`config.mk`:
```
export PLATFORM = sky130hd
export DESIGN_NAME = uart_tx_fifo_flat
export DESIGN_NICKNAME = d
export VERILOG_FILES = /design/src/rtl/uart_pkg.sv /design/src/rtl/uart_tx_fifo_if.sv /design/src/rtl/sync_fifo.sv /design/src/rtl/uart_tx_fifo.sv /design/src/flat_wrapper.sv
export SDC_FILE = /design/constraint.sdc
export NUM_CORES = 1
export LEC_CHECK = 0
export CAP_MARGIN = 20
export CORE_ASPECT_RATIO = 1.25
export CORE_MARGIN = 2
export CORE_UTILIZATION = 40
export CTS_CLUSTER_SIZE = 14
export DETAILED_ROUTE_END_ITERATION = 16
export PLACE_DENSITY = 0.69
export SYNTH_ARGS = -nofsm -noshare
export SYNTH_HDL_FRONTEND = slang
export SYNTH_SLANG_ARGS = --single-unit
```
`constraint.sdc`:
```
create_clock -name clk -period 2.8 [get_ports clk]
set_input_delay 0.7 -clock clk [delete_from_list [all_inputs] [get_ports clk]]
set_output_delay 0.7 -clock clk [all_outputs]
set_load 0.05 [all_outputs]
```
`src/rtl/uart_pkg.sv`:
```
// Shared types and line levels for the UART transmit path.
package uart_pkg;

    // Transmitter frame phases.
    typedef enum logic [1:0] {
        IDLE  = 2'd0,
        START = 2'd1,
        DATA  = 2'd2,
        STOP  = 2'd3
    } tx_state_t;

    localparam int   DATA_BITS = 8;
    localparam logic START_LVL = 1'b0;
    localparam logic STOP_LVL  = 1'b1;
    localparam logic IDLE_LVL  = 1'b1;

endpackage

```
`src/rtl/uart_tx_fifo_if.sv`:
```
// Byte-wide valid/ready handshake feeding the UART transmit FIFO.
interface uart_tx_fifo_if;
    import uart_pkg::*;

    logic [DATA_BITS-1:0] data;
    logic                 valid;
    logic                 ready;

    // Producer side drives data/valid and watches ready.
    modport master (output data, output valid, input ready);
    // Transmitter side consumes data/valid and reports ready.
    modport slave  (input data, input valid, output ready);
endinterface

```
`src/rtl/sync_fifo.sv`:
```
// Single-clock FIFO with the head word visible combinationally.
// Pushes into a full FIFO and pops from an empty FIFO are ignored.
module sync_fifo #(
    parameter int WIDTH = 8,
    parameter int DEPTH = 4
) (
    input  logic                   clk,
    input  logic                   rst,
    input  logic                   push,
    input  logic [WIDTH-1:0]       push_data,
    input  logic                   pop,
    output logic [WIDTH-1:0]       head,
    output logic                   full,
    output logic                   empty,
    output logic [$clog2(DEPTH):0] count
);
    localparam int AW = $clog2(DEPTH);
    localparam logic [AW:0] FULL_COUNT = (AW + 1)'(DEPTH);

    logic [WIDTH-1:0] mem [DEPTH];
    logic [AW-1:0]    wr_ptr_reg;
    logic [AW-1:0]    rd_ptr_reg;
    logic [AW:0]      count_reg;
    logic             do_push;
    logic             do_pop;

    assign full    = (count_reg == FULL_COUNT);
    assign empty   = (count_reg == '0);
    assign count   = count_reg;
    assign head    = mem[rd_ptr_reg];
    assign do_push = push && !full;
    assign do_pop  = pop && !empty;

    // Storage write; contents need no reset because count gates every read.
    always_ff @(posedge clk) begin
        if (do_push) begin
            mem[wr_ptr_reg] <= push_data;
        end
    end

    // Pointers wrap naturally at the power-of-two depth; count tracks occupancy.
    always_ff @(posedge clk) begin
        if (rst) begin
            wr_ptr_reg <= '0;
            rd_ptr_reg <= '0;
            count_reg  <= '0;
        end else begin
            if (do_push) begin
                wr_ptr_reg <= wr_ptr_reg + 1'b1;
            end
            if (do_pop) begin
                rd_ptr_reg <= rd_ptr_reg + 1'b1;
            end
            unique case ({do_push, do_pop})
                2'b10:   count_reg <= count_reg + 1'b1;
                2'b01:   count_reg <= count_reg - 1'b1;
                default: count_reg <= count_reg;
            endcase
        end
    end
endmodule

```
`src/rtl/uart_tx_fifo.sv`:
```
// 8N1 UART transmitter with a small input FIFO and host flow control.
// Frames are start bit, eight data bits LSB first, one stop bit; the next
// queued byte starts straight out of the stop bit with no idle gap.
module uart_tx_fifo
    import uart_pkg::*;
#(
    parameter int CLKS_PER_BIT = 100,
    parameter int FIFO_DEPTH   = 4
) (
    input  logic            clk,
    input  logic            rst,
    uart_tx_fifo_if.slave   src,
    input  logic            block,
    output logic            busy,
    output logic            tx
);
    localparam int CW = (CLKS_PER_BIT > 1) ? $clog2(CLKS_PER_BIT) : 1;
    localparam logic [CW-1:0] BAUD_LAST = CW'(CLKS_PER_BIT - 1);
    localparam logic [2:0]    BIT_LAST  = 3'(DATA_BITS - 1);
    localparam int CNTW = $clog2(FIFO_DEPTH) + 1;

    tx_state_t            state_reg;
    logic [CW-1:0]        baud_reg;
    logic [2:0]           bit_idx_reg;
    logic [DATA_BITS-1:0] shift_reg;
    logic                 tx_reg;

    logic [DATA_BITS-1:0] fifo_head;
    logic                 fifo_full;
    logic                 fifo_empty;
    logic [CNTW-1:0]      fifo_count;
    logic                 baud_last;
    logic                 pop;

    sync_fifo #(
        .WIDTH (DATA_BITS),
        .DEPTH (FIFO_DEPTH)
    ) u_fifo (
        .clk       (clk),
        .rst       (rst),
        .push      (src.valid),
        .push_data (src.data),
        .pop       (pop),
        .head      (fifo_head),
        .full      (fifo_full),
        .empty     (fifo_empty),
        .count     (fifo_count)
    );

    assign src.ready = !fifo_full;
    assign busy      = (state_reg != IDLE) || (fifo_count != '0);
    assign tx        = tx_reg;
    assign baud_last = (baud_reg == BAUD_LAST);

    // A new frame may only begin from idle or at the very end of a stop bit,
    // so block never cuts into a frame already on the line.
    always_comb begin
        pop = 1'b0;
        if (!fifo_empty && !block) begin
            if (state_reg == IDLE) begin
                pop = 1'b1;
            end else if (state_reg == STOP && baud_last) begin
                pop = 1'b1;
            end
        end
    end

    // Frame sequencer: baud timing, bit shifting and the registered line.
    always_ff @(posedge clk) begin
        if (rst) begin
            state_reg   <= IDLE;
            baud_reg    <= '0;
            bit_idx_reg <= '0;
            shift_reg   <= '0;
            tx_reg      <= IDLE_LVL;
        end else begin
            unique case (state_reg)
                IDLE: begin
                    tx_reg   <= IDLE_LVL;
                    baud_reg <= '0;
                    if (pop) begin
                        shift_reg <= fifo_head;
                        tx_reg    <= START_LVL;
                        state_reg <= START;
                    end
                end
                START: begin
                    if (baud_last) begin
                        baud_reg    <= '0;
                        bit_idx_reg <= '0;
                        tx_reg      <= shift_reg[0];
                        state_reg   <= DATA;
                    end else begin
                        baud_reg <= baud_reg + 1'b1;
                    end
                end
                DATA: begin
                    if (baud_last) begin
                        baud_reg <= '0;
                        if (bit_idx_reg == BIT_LAST) begin
                            tx_reg    <= STOP_LVL;
                            state_reg <= STOP;
                        end else begin
                            shift_reg   <= shift_reg >> 1;
                            tx_reg      <= shift_reg[1];
                            bit_idx_reg <= bit_idx_reg + 1'b1;
                        end
                    end else begin
                        baud_reg <= baud_reg + 1'b1;
                    end
                end
                STOP: begin
                    if (baud_last) begin
                        baud_reg <= '0;
                        if (pop) begin
                            shift_reg <= fifo_head;
                            tx_reg    <= START_LVL;
                            state_reg <= START;
                        end else begin
                            tx_reg    <= IDLE_LVL;
                            state_reg <= IDLE;
                        end
                    end else begin
                        baud_reg <= baud_reg + 1'b1;
                    end
                end
                default: begin
                    state_reg <= IDLE;
                    tx_reg    <= IDLE_LVL;
                    baud_reg  <= '0;
                end
            endcase
        end
    end
endmodule

```
`src/flat_wrapper.sv`:
```
// flat-port wrapper written by rule: the top's interface ports become plain ports
module uart_tx_fifo_flat import uart_pkg::*;
#(
    parameter int CLKS_PER_BIT = 100,
    parameter int FIFO_DEPTH   = 4
)
  (clk, rst, block, busy, tx, src_data, src_valid, src_ready);
  uart_tx_fifo_if src_i ();
  input  logic clk;
  input  logic rst;
  input  logic block;
  output logic busy;
  output logic tx;
  input wire logic [$bits(src_i.data)-1:0] src_data;
  input wire logic [$bits(src_i.valid)-1:0] src_valid;
  output wire logic [$bits(src_i.ready)-1:0] src_ready;
  assign src_i.data = src_data;
  assign src_i.valid = src_valid;
  assign src_ready = src_i.ready;
  uart_tx_fifo #(.CLKS_PER_BIT(CLKS_PER_BIT), .FIFO_DEPTH(FIFO_DEPTH)) u_core (.clk(clk), .rst(rst), .src(src_i), .block(block), .busy(busy), .tx(tx));
endmodule
```
# Word-level counts from Yosys, hierarchy flattened
# Memories as Yosys holds them, arrays and structs flattened. A register that Yosys moved wholly into a read port is not among the register bits.
# Cells that the tools add are included.
word_totals:
  ramBits: 32
  inputBits: 12
  reg_bits: 28
  elab_cells: 81
  n_memories: 1
  out_inout_bits: 3
memory_table:
  columns: ["name", "words", "width", "rd", "rd_ports_with_merged_regs", "wr", "line_no", "rtl"]
  rows:
  - ["u_core.u_fifo.mem", 4, 8, 1, 1, 1, "sync_fifo.sv:20", "logic [WIDTH-1:0] mem [DEPTH];"]
classes:
  muxes: 32
  eq_ne: 14
  addsub: 6
  n_reduce_logical: 20
ops:
  columns: ["cell", "n"]
  rows:
  - ["$mux W8", 4]
  - ["$pmux W8 S3", 1]
  - ["$mux W2", 7]
  - ["$pmux W7 S2", 1]
  - ["$pmux W3 S2", 2]
  - ["$mux W1", 11]
  - ["$mux W3", 3]
  - ["$ne A2 B1 Y1 const B", 4]
  - ["$pmux W2 S4", 1]
  - ["$reduce_and A4 Y1", 2]
  - ["$add A7 B1 Y7 const B", 1]
  - ["$eq A7 B7 Y1 const B", 1]
  - ["$mux W7", 1]
  - ["$add A3 B1 Y3 const B", 2]
  - ["$eq A2 B2 Y1 const B", 3]
  - ["$eq A3 B3 Y1 const B", 2]
  - ["$reduce_bool A2 Y1", 3]
  - ["$reduce_bool A3 Y1", 2]
  - ["$reduce_and A5 Y1", 1]
  - ["$add A2 B1 Y2 const B", 2]
  - ["$eq A2 B1 Y1 const B", 2]
  - ["$logic_and A1 B1 Y1", 4]
  - ["$ne A2 B2 Y1 const B", 2]
  - ["$pmux W1 S4", 1]
  - ["other kinds (7)", 9]

# Longest topological paths before layout
# Gate-level depths: netlist of the first run.
depth:
  word_depth: 8
  depth_mapped: 12
  ltp_nobuf: 12

# Cells and area by module
# A second synthesis of the first run with hierarchy kept.
unflattened:
  cells_unflattened: 236
  area_unflattened_um2: 2936.6
modules_own_cells:
  columns: ["module", "n_inst", "cells_each", "seq_area_each_um2", "area_each_um2"]
  rows:
  - ["sync_fifo", 1, 96, 1141.1, 1635.3]
  - ["uart_tx_fifo", 1, 140, 420.4, 1301.2]

# Worst setup path before layout of the first run
# Ideal clock, no wire load.
synth_path:
  path_type: "reg-to-reg"
  from: "reg u_core.baud_reg[0]"
  to: "reg u_core.u_fifo.count_reg[2] (netlist: u_core.u_fifo.count[2])"
  synth_period_minus_slack_ps: 2718
  t_arrival_ps: 2647
  path_stages_with_launch: 12
  n_path_buf: 0
  t_required_ps: 2730
  setup_slack_ps: 82
  setup_time_ps: 70
  path_cell_list: "dfxtp_1 -> ha_1 -> nand4bb_4 -> o31a_1 -> or3_1 -> inv_1 -> ha_1 -> inv_1 -> fa_1 -> xor2_1 -> or3_1 -> a21oi_1"
synth_via:
  elab_chain_cells: 8
  word_cells_on_any_way: 10
  classes_between: "eq/ne: 3; mux: 4; reduce/logical: 3"
synth_rtl:
  columns: ["element", "line_no", "rtl"]
  rows:
  - ["from (decl)", "uart_tx_fifo.sv:23", "logic [CW-1:0] baud_reg;"]
  - ["from (signal assigned)", "uart_tx_fifo.sv:94", "baud_reg <= baud_reg + 1'b1;"]
  - ["from (signal assigned)", "uart_tx_fifo.sv:109", "baud_reg <= baud_reg + 1'b1;"]
  - ["from (signal assigned)", "uart_tx_fifo.sv:124", "baud_reg <= baud_reg + 1'b1;"]
  - ["$eq A7 B7 Y1 (*)", "uart_tx_fifo.sv:53", "assign baud_last = (baud_reg == BAUD_LAST);"]
  - ["$logic_and A1 B1 Y1 (*)", "uart_tx_fifo.sv:62", "end else if (state_reg == STOP && baud_last) begin"]
  - ["$mux W1 (*)", "uart_tx_fifo.sv:62", null]
  - ["$mux W1 (*)", "uart_tx_fifo.sv:60", "if (state_reg == IDLE) begin"]
  - ["$mux W1 (*)", "uart_tx_fifo.sv:59", "if (!fifo_empty && !block) begin"]
  - ["$logic_and A1 B1 Y1 (*)", "sync_fifo.sv:32", "assign do_pop = pop && !empty;"]
  - ["via u_core.u_fifo.do_pop", "sync_fifo.sv:25", "logic do_pop;"]
  - ["$eq A2 B1 Y1 / $eq A2 B2 Y1 (equally long branches)", "sync_fifo.sv:54", "unique case ({do_push, do_pop})"]
  - ["$pmux W3 S2 / $reduce_bool A2 Y1 (equally long branches)", null, null]
  - ["to (signal assigned)", "sync_fifo.sv:55", "2'b10: count_reg <= count_reg + 1'b1;"]
  - ["to (signal assigned)", "sync_fifo.sv:56", "2'b01: count_reg <= count_reg - 1'b1;"]
  - ["to (signal assigned)", "sync_fifo.sv:57", "default: count_reg <= count_reg;"]
  - ["to (decl)", "sync_fifo.sv:23", "logic [AW:0] count_reg;"]
# Mark *: on every way through the listed nets, which the timed path passes. The rest lies on a longest branch.
# A chain may end at the register's enable or synchronous reset.

# Final worst setup path of the first run
layout_path:
  from: "reg u_core.state_reg[0]"
  to: "reg u_core.u_fifo.count_reg[2] (netlist: u_core.u_fifo.count[2])"
layout_via:
  elab_chain_cells: 8
  word_cells_on_any_way: 11
  classes_between: "eq/ne: 3; mux: 4; reduce/logical: 4"
layout_rtl:
  columns: ["element", "line_no", "rtl"]
  rows:
  - ["from (decl)", "uart_tx_fifo.sv:22", "tx_state_t state_reg;"]
  - ["from (signal assigned)", "uart_tx_fifo.sv:71", "state_reg <= IDLE;"]
  - ["from (signal assigned)", "uart_tx_fifo.sv:84", "state_reg <= START;"]
  - ["from (signal assigned)", "uart_tx_fifo.sv:92", "state_reg <= DATA;"]
  - ["$eq A2 B2 Y1", "uart_tx_fifo.sv:62", null]
  - ["$logic_and A1 B1 Y1", "uart_tx_fifo.sv:62", null]
  - ["$mux W1", "uart_tx_fifo.sv:62", null]
  - ["$mux W1 (*)", "uart_tx_fifo.sv:60", null]
  - ["$mux W1 (*)", "uart_tx_fifo.sv:59", null]
  - ["$logic_and A1 B1 Y1 (*)", "sync_fifo.sv:32", null]
  - ["via u_core.u_fifo.do_pop", "sync_fifo.sv:25", null]
  - ["$eq A2 B1 Y1 / $eq A2 B2 Y1 (equally long branches)", "sync_fifo.sv:54", null]
  - ["$pmux W3 S2 / $reduce_bool A2 Y1 (equally long branches)", null, null]
# Marked as above.

==> results, run 1 <==
- The shortest period the worst path allows is 2.67 ns.
- The register bit count reported by yosys is 62.
- By count the netlist is led by 32 x sky130_fd_sc_hd__edfxtp_1, 30 x sky130_fd_sc_hd__dfxtp_1, 20 x sky130_fd_sc_hd__nor2_1.
- The number of buffers inserted during clock tree synthesis is 9.
- Clock-pin slew was measured on the worst setup and hold paths at 0.07 ns.
- The maximum level of the CTS H-tree is 3.
- The number of max-slew violations in the final report is 0.
- After synthesis, the netlist uses 35 different library cells.
- The HPWL reported at the end of detailed placement is 3.13 mm.
- The floorplan row count is 33.
- The source-to-sink clock delay at the later pin of the worst-skew pair is 0.34 ns.
- Before CTS, the worst setup slack after placement is -0.0825 ns.
- Max-cap violations in this run came to 0.
- The maximum fanout along the worst path is 4.
- The min-delay analysis places its worst path in the category register to register.
- Port buffering added 14 buffers.
- Based on the critical path, the design can be clocked at up to 375 MHz.
- Once the floorplan was initialized, standard cells occupied 41.4% of the core.
- The ratio of cells with drive above 1 in the final layout is 18.7%.
- The maximum clock skew at final layout is 0.00845 ns.
- Wires add up to 4.52 mm.
- The flow ran to the end, and the final reports show no timing, DRC or antenna violations.
- The repair_antennas step left the layout with diodes totalling 0.
- The wire length of the first global-routing pass is 7.88 mm.
- Counting along the longest clock path gives a buffer depth of 2.
- After synthesis, the largest area contributor takes up 35.1% of total cell area.
- Sequential cells were found to cover 57.1% of the synthesized design area.
- The post-synthesis instance area is 2740 um2.
- The max-slew headroom at the worst pin is 62.9%.
- Entering global routing, the biggest net connects 17 pins.
- The launch instance of the worst min-delay path is u_core.baud_reg[0].
- For this block, the initial DRC count from the detailed router was 45.
- The worst ir drop on vdd is 593 uV.
- The final cell count without fillers is 338.
- For the worst flop-to-flop path, the logic depth is 11.
- The routing usage on met2 is 24.3%.
- STA puts the critical path data arrival time at 2.94 ns.
- The post-layout worst setup margin is 0.131 ns.
- In the post-synthesis netlist, the biggest area contributors are sky130_fd_sc_hd__edfxtp_1 35%, sky130_fd_sc_hd__dfxtp_1 22%, sky130_fd_sc_hd__mux4_2 6.6%.
- STA puts the critical path data required time at 3.07 ns.
- The total area inside the core boundary comes to 6610 um2.
- Tracing the worst setup path back leads to its startpoint at u_core.state_reg[0].
- Setup violations remaining at the end of the flow were counted as 0.
- The endpoint type of the worst setup path is a register.
- Once placement completed, the tool counted placed cells totaling 322.
- The hold-critical path depth is 1.
- The total I/O pin count is 15.
- The via count of the first global-routing pass came to 1719.
- The tree is rooted in a sky130_fd_sc_hd__clkbuf_8.
- Setup repair after global routing could not meet its margin everywhere.
- The die is 96.5 um tall.
- Setup slack on the worst reg-to-reg path comes out at 0.13 ns.
- The register with the most flip-flops in the layout has 32 of them.
- Counting flops with an async set or reset pin after synthesis yields a share of 0%.
- For this run, the leading register cell type out of synthesis is sky130_fd_sc_hd__edfxtp_1.
- For this design the ratio of total power to cell area is 881 nW/um2.
- The DRC violation count after routing is 0.
- The count of nets after finishing is 272.
- In this run the most used layer during global routing was met2.
- In this run the critical register-to-register path is captured at u_core.u_fifo.count[2].
- The total count of hold-check failures in the final report is 0.
- The slew at the pin with the worst max-slew slack is 0.556 ns.
- The worst setup path is launched from a register.
- The tree built by TritonCTS fans out to 62 sinks.
- The number of detailed-routing iterations run before antenna repair is 6.
- The CTS tree is built.
- Of all cell types, the one taking the most synthesized area is sky130_fd_sc_hd__edfxtp_1.
- In this run the mean area of a mapped cell was 12.4 um2.
- The floorplan step set the die width to 78.0 um.
- The post-layout utilization of the core is 49.1%.
- The routed layout has 1700 vias.
- In this run the static leakage power is 1.21 nW.
- The remaining global-route overflow is 0.
- The total routing usage reported by global routing is 13.9%.
- The die area is 7520 um2.
- Dividing the detail-routed via count by the number of cells gives 5.03.
- The final RePlAce weighted congestion is 0.719.
- The per-cell routed wire length is 13.4 um.
- The met1 layer usage reported by global route is 15.8%.
- Yosys mapped a number of flops with a built-in enable equal to 32.
- The instance count of the mapped netlist is 221.
- The initial antenna violation count is 0.
- The met3 routing resource usage after global routing is 3.90%.
- The worst hold path terminates at u_core.baud_reg[0].
- The total nets after synthesis is 247.
- After layout, the worst path uses 95.3% of the clock period.
- During synthesis, Yosys emitted a total of 0 warnings.
- The path type of the worst setup path is register to register.
- The most frequently used cell type in the post-synthesis netlist is sky130_fd_sc_hd__edfxtp_1.
- The layout overhead on the synthesized area is 18.5%.
- The launch point of the worst reg-to-reg path is u_core.state_reg[0].
- Once detail routing completed, the nets flagged for antenna violations numbered 0.
-- layout make-up --
type | count | area [um2]
flip-flops and latches | 62 | 1570
well taps | 87 | 109
multi-input cells | 136 | 1100
clock inverters | 7 | 80.1
clock buffers | 9 | 124
inverters | 14 | 52.6
repair buffers | 23 | 210
fillers | 604 | 3360
-- critical path, cell delays in order (launching register included) --
cell and delay (ns):
sky130_fd_sc_hd__dfxtp_4 0.36, sky130_fd_sc_hd__ha_2 0.19, sky130_fd_sc_hd__inv_1 0.05, sky130_fd_sc_hd__o31a_1 0.33, sky130_fd_sc_hd__or3_4 0.38, sky130_fd_sc_hd__inv_1 0.07, sky130_fd_sc_hd__ha_1 0.16, sky130_fd_sc_hd__inv_1 0.06
sky130_fd_sc_hd__fa_1 0.43, sky130_fd_sc_hd__xor2_1 0.16, sky130_fd_sc_hd__or3_1 0.30, sky130_fd_sc_hd__a21oi_1 0.13
-- metal layers --
layer | routed length (um) | vias up
met5 | 0 | -
met3 | 129 | 6
met4 | 85 | 0
li1 | - | 860
met2 | 2270 | 24
met1 | 2030 | 810
-- power by group --
part	total, mW	internal [mW]	switching (mW)
sequential	1.21	1.10	0.104
combinational	0.862	0.391	0.471
clock	0.789	0.422	0.366
-- how the worst max path moves through the flow --
stage	to	slack, ns	cells past startpoint
after CTS	busy	0.02	5
after global routing	u_core.u_fifo.count[2]	-0.009	11
after floorplan	u_core.u_fifo.count[2]	0.08	11
after detailed placement	u_core.u_fifo.count[2]	-0.08	9
final	u_core.u_fifo.count[2]	0.13	11
after global placement	u_core.u_fifo.count[2]	-0.05	9
-- stage by stage --
stage / power, mW / TNS [ns] / cell area (um2) / hold slack [ns]
floorplan: 1.85 / 0 / 2740 / 0.413
global route: 3.07 / -0.00935 / 3240 / 0.466
finish: 2.86 / 0 / 3240 / 0.436
CTS: 2.88 / 0 / 3210 / 0.448
detailed placement: 2.08 / -0.0825 / 3010 / 0.439
global placement: 2.07 / -0.0538 / 3010 / 0.425
-- cells by family (layout without fill, tap and decap cells) --
kind of cell / Yosys count / count (layout) / synth area share, %
xor gates and xnor gates: 10 / 10 / 3.20
muxes: 17 / 17 / 9.92
adders and majority gates: 14 / 14 / 6.68
and+or+nand+nor: 58 / 58 / 11.7
AOI/OAI and AO/OA: 37 / 37 / 7.96
DFF: 62 / 62 / 57.1
buffers and inverters: 23 / 53 / 3.48
-- layout by cell type, fill, tap and decap left out, types with 2 or more instances in the layout --
| master | n |
|---|---|
| sky130_fd_sc_hd__clkbuf_8 | 9 |
| sky130_fd_sc_hd__nand3_1 | 4 |
| sky130_fd_sc_hd__mux2i_1 | 8 |
| sky130_fd_sc_hd__o21ai_0 | 14 |
| sky130_fd_sc_hd__dfxtp_1 | 27 |
| sky130_fd_sc_hd__mux4_2 | 8 |
| sky130_fd_sc_hd__nor3_1 | 5 |
| sky130_fd_sc_hd__inv_6 | 2 |
| sky130_fd_sc_hd__or3_1 | 9 |
| sky130_fd_sc_hd__clkdlybuf4s50_1 | 13 |
| sky130_fd_sc_hd__dfxtp_2 | 2 |
| sky130_fd_sc_hd__ha_1 | 11 |
| sky130_fd_sc_hd__and3_2 | 2 |
| sky130_fd_sc_hd__inv_1 | 13 |
| sky130_fd_sc_hd__nand2_1 | 5 |
| sky130_fd_sc_hd__nor2_1 | 20 |
| sky130_fd_sc_hd__edfxtp_1 | 32 |
| sky130_fd_sc_hd__xor2_1 | 6 |
| sky130_fd_sc_hd__a22o_1 | 2 |
| sky130_fd_sc_hd__a21oi_1 | 13 |
| sky130_fd_sc_hd__a22oi_1 | 3 |
| sky130_fd_sc_hd__o31a_1 | 2 |
| sky130_fd_sc_hd__nor4_1 | 3 |
| sky130_fd_sc_hd__buf_4 | 9 |
| sky130_fd_sc_hd__and3_1 | 4 |
| sky130_fd_sc_hd__xnor2_1 | 4 |
-- what timing repair did --
action | 4_1_cts | 5_1_grt
resized for setup | 0 | 9
endpoints found under the setup margin | 0 | 2
hold buffers | 0 | 0
setup buffers | 0 | 0
Note: power is estimated with default switching activity, not from simulation.
==> inputs of run 2 (changes only) <==
--- a/config.mk
+++ b/config.mk
@@ -8,10 +8,10 @@
 export CAP_MARGIN = 20
 export CORE_ASPECT_RATIO = 1.25
 export CORE_MARGIN = 2
-export CORE_UTILIZATION = 40
+export CORE_UTILIZATION = 36
 export CTS_CLUSTER_SIZE = 14
 export DETAILED_ROUTE_END_ITERATION = 16
-export PLACE_DENSITY = 0.69
+export PLACE_DENSITY = 0.64
 export SYNTH_ARGS = -nofsm -noshare
 export SYNTH_HDL_FRONTEND = slang
 export SYNTH_SLANG_ARGS = --single-unit
==> results, run 2 (same netlist as run 1, synthesis figures left out) <==
- The power density over the cells came to 894 nW/um2 (was 881 nW/um2).
- The path type of the worst setup path is register to register (unchanged).
- The layout overhead on the synthesized area is 19.5% (was 18.5%).
- The cell chosen for the clock root is sky130_fd_sc_hd__clkbuf_8 (unchanged).
- The part of the total power dissipated in sequential elements was 41.2% (was 42.3%).
- The worst ir drop on vdd was 418 uV (was 593 uV).
- The total inserted antenna cells is 0 (unchanged).
- The die area was 8320 um2 (was 7520 um2).
- The total net switching power is 0.932 mW (was 0.941 mW).
- CP Cell Sequence: ha_4 -> nand4bb_4 -> o31a_1 -> or3_4 -> inv_1 -> ha_1 -> inv_1 -> fa_1 -> xor2_1 -> or3_1 -> a21oi_1 (was ha_2 -> inv_1 -> o31a_1 -> or3_4 -> inv_1 -> ha_1 -> inv_1 -> fa_1 -> xor2_1 -> or3_1 -> a21oi_1).
- The part of the total power dissipated in combinational logic came to 29.9% (was 30.2%).
- The clock-pin slew on the worst setup and hold paths is 0.07 ns (about the same).
- The quantity of I/O buffers inserted on ports came to 14 (unchanged).
- The maximum clock skew at final layout is 0.00712 ns (was 0.00845 ns).
- The remaining global-route overflow was 0 (unchanged).
- The capture endpoint of the worst hold path is u_core.shift_reg[4] (was u_core.baud_reg[0]).
- The launch instance of the worst min-delay path is u_core.shift_reg[4] (was u_core.baud_reg[0]).
- The max-slew headroom at the worst pin came to 64.3% (was 62.9%).
- The maximum level of the CTS H-tree is 3 (unchanged).
- The HPWL reported at the end of detailed placement is 3.18 mm (was 3.13 mm).
- The number of detailed-routing iterations run before antenna repair was 4 (was 6).
- The required time of the worst setup path is 3.07 ns (about the same).
- The DRC marker count from the first detailed-route iteration was 69 (was 45).
- The ratio of cells with drive above 1 in the final layout is 19.0% (was 18.7%).
- The overall via count from detail_route is 1748 (was 1700).
- The internal cell power is 1.99 mW (was 1.92 mW).
- The CTS tree is built (unchanged).
- The initial antenna violation count was 0 (unchanged).
- The horizontal die dimension is 82.0 um (was 78.0 um).
- The TritonCTS sink count is 62 (unchanged).
- The max-cap violation count was 0 (unchanged).
- The die span in y was 101 um (was 96.5 um).
- The routed length on met3 is 164 um (was 129 um).
- Result of the run: finished clean (unchanged).
- The share of total power in the clock network came to 28.9% (was 27.6%).
- The most common library cell in the layout ignoring fill and taps is sky130_fd_sc_hd__edfxtp_1 (unchanged).
- The wire length of the first global-routing pass was 7.71 mm (was 7.88 mm).
- The endpoint type of the worst setup path is a register (unchanged).
- The endpoint of the worst-slack reg-to-reg timing path is u_core.u_fifo.count[2] (unchanged).
- The total count of hold-check failures in the final report is 0 (unchanged).
- The total power after layout is 2.92 mW (was 2.86 mW).
- The critical-path cell with the highest stage delay is sky130_fd_sc_hd__fa_1 (unchanged).
- The per-cell routed wire length was 14.0 um (was 13.4 um).
- The maximum clock frequency came to 370 MHz (was 375 MHz).
- The hold-critical path depth was 2 (was 1).
- The number of max-slew violations in the final report was 0 (unchanged).
- The final RePlAce weighted congestion is 0.784 (was 0.719).
- The total routing usage reported by global routing was 12.8% (was 13.9%).
- The floorplan row count was 35 (was 33).
- The placeable core region is 7360 um2 (was 6610 um2).
- The setup slack of the most critical reg-to-reg path is 0.1 ns (was 0.13 ns).
- The worst reg-to-reg path cell count is 11 (unchanged).
- The number of setup violations in the final report is 0 (unchanged).
- The total I/O pin count is 15 (unchanged).
- The launch point of the worst reg-to-reg path was u_core.baud_reg[1] (was u_core.state_reg[0]).
- The final worst-path cycle share was 96.5% (was 95.3%).
- The post-detailed-routing wire length is 4.82 mm (was 4.52 mm).
- The residual antenna-violating net count after detailed routing was 0 (unchanged).
- The effective utilization at floorplan is 37.2% (was 41.4%).
- The top routing layer in use is met4 (unchanged).
- The routed length on met2 is 2.35 mm (was 2.27 mm).
- The via count of the first global-routing pass came to 1589 (was 1719).
- The count of nets after finishing is 274 (was 272).
- The path class of the lowest-slack min-delay path is register to register (unchanged).
- The shortest period the worst path allows was 2.70 ns (was 2.67 ns).
- The biggest cell delay along the critical path is 0.43 ns (about the same).
- The worst hold margin was 0.472 ns (was 0.436 ns).
- The count of filler cells inserted in the layout came to 708 (was 604).
- The post-layout utilization of the core is 44.4% (was 49.1%).
- The average via count per standard cell is 5.07 (was 5.03).
- The DRC violation count after routing is 0 (unchanged).
- The slew at the pin with the worst max-slew slack is 0.535 ns (was 0.556 ns).
- The source-to-sink clock delay at the later pin of the worst-skew pair was 0.34 ns (about the same).
- The leakage power of the design is 1.21 nW (about the same).
- The most repeated library cell on the critical path is sky130_fd_sc_hd__inv_1 (unchanged).
- The aggregate negative setup slack is 0 ns (unchanged).
- The number of buffers added to fix hold violations after cts came to 0 (unchanged).
- The type of origin of the critical path is a register (unchanged).
- The routed length on met1 is 2.23 mm (was 2.03 mm).
- The number of buffers inserted during clock tree synthesis is 9 (unchanged).
- The arrival time of the worst setup path is 2.97 ns (was 2.94 ns).
- The maximum fanout along the worst path was 3 (was 4).
- Most used cells in the layout excluding fill and tap cells: 32 x sky130_fd_sc_hd__edfxtp_1, 27 x sky130_fd_sc_hd__dfxtp_1, 20 x sky130_fd_sc_hd__nor2_1 (unchanged).
- The deepest clock path buffer count is 2 (unchanged).
- The number of flip-flops under the largest register name is 32 (unchanged).
- The maximum number of pins on one net before global-route repair is 17 (unchanged).
- The proportion of total power due to net switching is 31.9% (was 32.9%).
==> run 2: area by class of cell <==
class	instances	area [um2]	share of cell area, %
flip-flops and latches	62	1570	48.0
repair buffers	25	221	6.77
clock inverters	7	88.8	2.72
clock buffers	9	124	3.79
inverters	14	52.6	1.61
multi-input cells	136	1100	33.6
well taps	92	115	3.52
==> run 2: metal layers <==
metal | global-route usage (%) | vias to the layer above
met1 | 16.4 | 852
met4 | 8.08 | 0
met3 | 3.57 | 8
met2 | 18.8 | 27
met5 | 0 | -
li1 | - | 861
==> run 2: what timing repair did <==
action,in CTS,in global routing
cloned,0,0
endpoints found under the setup margin,1,1
setup buffers,0,2
gates resized for setup,1,8
pin swaps,0,2
==> run 2: worst max-delay path by stage <==
| stage | slack, ns | endpoint | depth (start not counted) | startpoint |
|---|---|---|---|---|
| 2_1_floorplan | 0.08 | u_core.u_fifo.count[2] | 11 | u_core.baud_reg[0] |
| 3_3_place_gp | -0.06 | u_core.u_fifo.count[2] | 9 | block |
| 3_5_place_dp | -0.08 | u_core.u_fifo.count[2] | 9 | block |
| 4_1_cts | 0.02 | u_core.u_fifo.count[2] | 11 | u_core.baud_reg[0] |
| 5_1_grt | -0.01 | u_core.u_fifo.count[2] | 11 | u_core.baud_reg[0] |
| 6_report | 0.1 | u_core.u_fifo.count[2] | 11 | u_core.baud_reg[1] |
==> run 2: worst max-delay path, delay by kind of cell, from the launching register on <==
| kind | cells | cell delay [ns] |
|---|---|---|
| fa+ha+maj | 3 | 0.74 |
| xor+xnor | 1 | 0.16 |
| compound gates | 2 | 0.47 |
| flops | 1 | 0.36 |
| simple gates | 3 | 0.80 |
| buf+inv | 2 | 0.12 |
==> run 2: metrics by stage <==
| stage | std cells | instance area [um2] | setup WS, ns |
|---|---|---|---|
| after global placement | 327 | 3020 | -0.0563 |
| after global routing | 345 | 3270 | -0.0117 |
| after floorplan | 221 | 2740 | 0.0824 |
| final | 345 | 3270 | 0.0983 |
| after detailed placement | 327 | 3020 | -0.0831 |
| after CTS | 343 | 3230 | 0.0240 |
==> run 2: power groups by stage <==
stage / registers, mW / logic (mW) / clock network, mW
finish: 1.21 / 0.874 / 0.844
global route: 1.23 / 0.974 / 0.904
CTS: 1.21 / 0.858 / 0.867
floorplan: 1.19 / 0.669 / 0
detailed placement: 1.22 / 0.864 / 0
global placement: 1.22 / 0.851 / 0
==> inputs of run 3 (changes only) <==
--- a/config.mk
+++ b/config.mk
@@ -11,6 +11,7 @@
 export CORE_UTILIZATION = 36
 export CTS_CLUSTER_SIZE = 14
 export DETAILED_ROUTE_END_ITERATION = 16
+export GPL_TIMING_DRIVEN = 0
 export PLACE_DENSITY = 0.64
 export SYNTH_ARGS = -nofsm -noshare
 export SYNTH_HDL_FRONTEND = slang
==> results, run 3 (same netlist as run 1, synthesis figures left out) <==
- The slew at the pin with the worst max-slew slack is 0.612 ns (was 0.535 ns).
- The final cell count without fillers is 348 (was 345).
- The shortest period the worst path allows is 2.69 ns (was 2.70 ns).
- The routing usage on met2 is 20.8% (was 18.8%).
- Setup repair after global routing left no endpoint under its margin.
- The die area came to 8320 um2 (unchanged).
- The number of setup violations in the final report is 0 (unchanged).
- The setup slack of the most critical reg-to-reg path is 0.11 ns (was 0.1 ns).
- The number of buffers inserted during clock tree synthesis is 9 (unchanged).
- The arrival time of the worst setup path is 2.96 ns (was 2.97 ns).
- The critical-path cell with the highest stage delay is sky130_fd_sc_hd__or3_4 (was sky130_fd_sc_hd__fa_1).
- The routing layer with the top usage in global route is met2 (unchanged).
- The post-detailed-routing wire length is 4.67 mm (was 4.82 mm).
- The total routing usage reported by global routing is 12.5% (was 12.8%).
- The max-slew headroom at the worst pin is 58.9% (was 64.3%).
- The startpoint of the most critical setup path is u_core.baud_reg[0] (was u_core.baud_reg[1]).
- The worst ir drop on vdd is 388 uV (was 418 uV).
- The required time of the worst setup path came to 3.07 ns (about the same).
- The quantity of I/O buffers inserted on ports was 13 (was 14).
- The worst reg-to-reg path cell count is 11 (unchanged).
- The most common library cell in the layout ignoring fill and taps was sky130_fd_sc_hd__edfxtp_1 (unchanged).
- The launch point of the worst reg-to-reg path is u_core.baud_reg[0] (was u_core.baud_reg[1]).
- The die span in y is 101 um (unchanged).
- The total I/O pin count came to 15 (unchanged).
- The residual antenna-violating net count after detailed routing is 0 (unchanged).
- The final worst-path cycle share is 96.0% (was 96.5%).
- The HPWL reported at the end of detailed placement was 3.19 mm (was 3.18 mm).
- The total count of hold-check failures in the final report is 0 (unchanged).
- The launch instance of the worst min-delay path is u_core.baud_reg[0] (was u_core.shift_reg[4]).
- The effective utilization at floorplan is 37.2% (unchanged).
- The combined buffer and inverter count along the critical path is 2 (unchanged).
- The type of origin of the critical path is a register (unchanged).
- The max-cap violation count was 0 (unchanged).
- The layout overhead on the synthesized area is 18.7% (was 19.5%).
- The DRC marker count from the first detailed-route iteration is 59 (was 69).
- The post-layout utilization of the core is 44.1% (was 44.4%).
- The maximum number of pins on one net before global-route repair was 14 (was 17).
- The deepest clock path buffer count came to 2 (unchanged).
- The minimum setup slack after placement is -0.282 ns (was -0.0831 ns).
- The DRC violation count after routing is 0 (unchanged).
- The part of the total power dissipated in sequential elements was 42.0% (was 41.2%).
- The internal cell power was 1.84 mW (was 1.99 mW).
- The met3 routing resource usage after global routing is 4.10% (was 3.57%).
- The clock-pin slew on the worst setup and hold paths came to 0.07 ns (about the same).
- The leakage power of the design is 1.18 nW (was 1.21 nW).
- The ratio of cells with drive above 1 in the final layout is 19.5% (was 19.0%).
- The total net switching power was 0.962 mW (was 0.932 mW).
- The via count of the first global-routing pass was 1688 (was 1589).
- The number of detailed-routing iterations run before antenna repair is 4 (unchanged).
- Result of the run: finished clean (unchanged).
- The number of cells after detailed placement is 326 (was 327).
- The source-to-sink clock delay at the later pin of the worst-skew pair is 0.34 ns (about the same).
- CP Cell Sequence: ha_4 -> nand4bb_4 -> o31a_1 -> or3_4 -> inv_2 -> ha_4 -> inv_1 -> fa_2 -> xor2_1 -> or3_1 -> a21oi_1 (was ha_4 -> nand4bb_4 -> o31a_1 -> or3_4 -> inv_1 -> ha_1 -> inv_1 -> fa_1 -> xor2_1 -> or3_1 -> a21oi_1).
- The number of max-slew violations in the final report came to 0 (unchanged).
- The most repeated library cell on the critical path is sky130_fd_sc_hd__ha_4 (was sky130_fd_sc_hd__inv_1).
- The proportion of total power due to net switching is 34.4% (was 31.9%).
- The placeable core region is 7360 um2 (unchanged).
- The floorplan row count is 35 (unchanged).
- The part of the total power dissipated in combinational logic came to 32.6% (was 29.9%).
- The endpoint of the worst-slack reg-to-reg timing path is u_core.u_fifo.count[2] (unchanged).
- The maximum level of the CTS H-tree is 3 (unchanged).
- The path class of the lowest-slack min-delay path is register to register (unchanged).
- The biggest cell delay along the critical path is 0.43 ns (about the same).
- The family with the most delay on the worst path is simple AND/OR/NAND/NOR gates (unchanged).
- The number of buffers added to fix hold violations after cts is 0 (unchanged).
- The met1 layer usage reported by global route was 14.4% (was 16.4%).
- The share of total power in the clock network is 25.4% (was 28.9%).
- The wire length of the first global-routing pass came to 7.65 mm (was 7.71 mm).
- The maximum fanout along the worst path is 5 (was 3).
- The path type of the worst setup path is register to register (unchanged).
- The maximum clock skew at final layout is 0.00698 ns (was 0.00712 ns).
- The cell chosen for the clock root is sky130_fd_sc_hd__clkbuf_8 (unchanged).
- The final RePlAce weighted congestion came to 0.835 (was 0.784).
- The remaining global-route overflow came to 0 (unchanged).
- The post-layout worst setup margin is 0.112 ns (was 0.0983 ns).
- The overall via count from detail_route is 1715 (was 1748).
- The average via count per standard cell came to 4.93 (was 5.07).
- The per-cell routed wire length was 13.4 um (was 14.0 um).
- The TritonCTS sink count is 62 (unchanged).
- The CTS tree is built (unchanged).
- The power density over the cells is 862 nW/um2 (was 894 nW/um2).
- Most used cells in the layout excluding fill and tap cells: 32 x sky130_fd_sc_hd__edfxtp_1, 26 x sky130_fd_sc_hd__dfxtp_1, 20 x sky130_fd_sc_hd__nor2_1 (was 32 x sky130_fd_sc_hd__edfxtp_1, 27 x sky130_fd_sc_hd__dfxtp_1, 20 x sky130_fd_sc_hd__nor2_1).
- The count of nets after finishing is 277 (was 274).
- The hold-critical path depth came to 1 (was 2).
- The number of flip-flops under the largest register name was 32 (unchanged).
- The endpoint type of the worst setup path is a register (unchanged).
- The horizontal die dimension was 82.0 um (unchanged).
- The capture endpoint of the worst hold path is u_core.baud_reg[0] (was u_core.shift_reg[4]).
- The total inserted antenna cells is 0 (unchanged).
- The total power after layout is 2.80 mW (was 2.92 mW).
- The initial antenna violation count is 0 (unchanged).
- The maximum clock frequency came to 372 MHz (was 370 MHz).
-- run 3: worst max path at each step --
stage | to | cells past startpoint | slack [ns]
global route | busy | 3 | 0.0008
finish | u_core.u_fifo.count[2] | 11 | 0.11
global placement | u_core.u_fifo.count[2] | 9 | -0.28
floorplan | u_core.u_fifo.count[2] | 11 | 0.08
CTS | u_core.u_fifo.count[2] | 11 | 0.01
detailed placement | u_core.u_fifo.count[2] | 9 | -0.28
-- run 3: what timing repair did --
action / CTS / global route
endpoints found under the setup margin: 1 / 1
pin swaps: 1 / 4
resized for setup: 7 / 5
endpoints found under the hold margin: 0 / 0
buffers inserted: 0 / 6
-- run 3: through the flow --
step / cell area [um2] / hold WS (ns) / setup TNS (ns)
global placement: 2980 / 0.426 / -0.330
detailed placement: 2980 / 0.436 / -0.327
floorplan: 2740 / 0.413 / 0
global route: 3250 / 0.458 / 0
finish: 3250 / 0.444 / 0
CTS: 3190 / 0.438 / 0
-- run 3: power groups by stage --
stage          clock (mW)  combinational [mW]  sequential (mW)
6_report            0.711               0.913             1.17
5_1_grt             0.774                1.03             1.19
4_1_cts             0.738               0.897             1.17
3_5_place_dp            0               0.884             1.19
3_3_place_gp            0               0.879             1.18
2_1_floorplan           0               0.669             1.19
-- run 3: area by class of cell --
class,count,area [um2]
plain buffers,9,42.5
multi-input cells,136,1110
clock buffers,9,124
fillers,716,4110
inverters,14,52.6
well taps,92,115
clock inverters,7,57.6
repair buffers,19,175
flip-flops and latches,62,1570
-- run 3: per-layer routing --
layer	vias to the layer above	routed length [um]	part of all wire (%)
met3	7	174	3.7
met1	822	2090	45
met4	0	85	1.8
met5	-	0	0
met2	23	2320	50
li1	863	-	-
-- run 3: worst register-to-register path: cells and delay by family, from the launching register on --
family                   cells  cell delay, ns
AO/OA/AOI/OAI                2            0.46
buffers and inverters        2            0.13
flip-flops                   1            0.36
adder cells (fa/ha/maj)      3            0.66
XOR/XNOR                     1            0.15
AND/OR/NAND/NOR              3            0.86
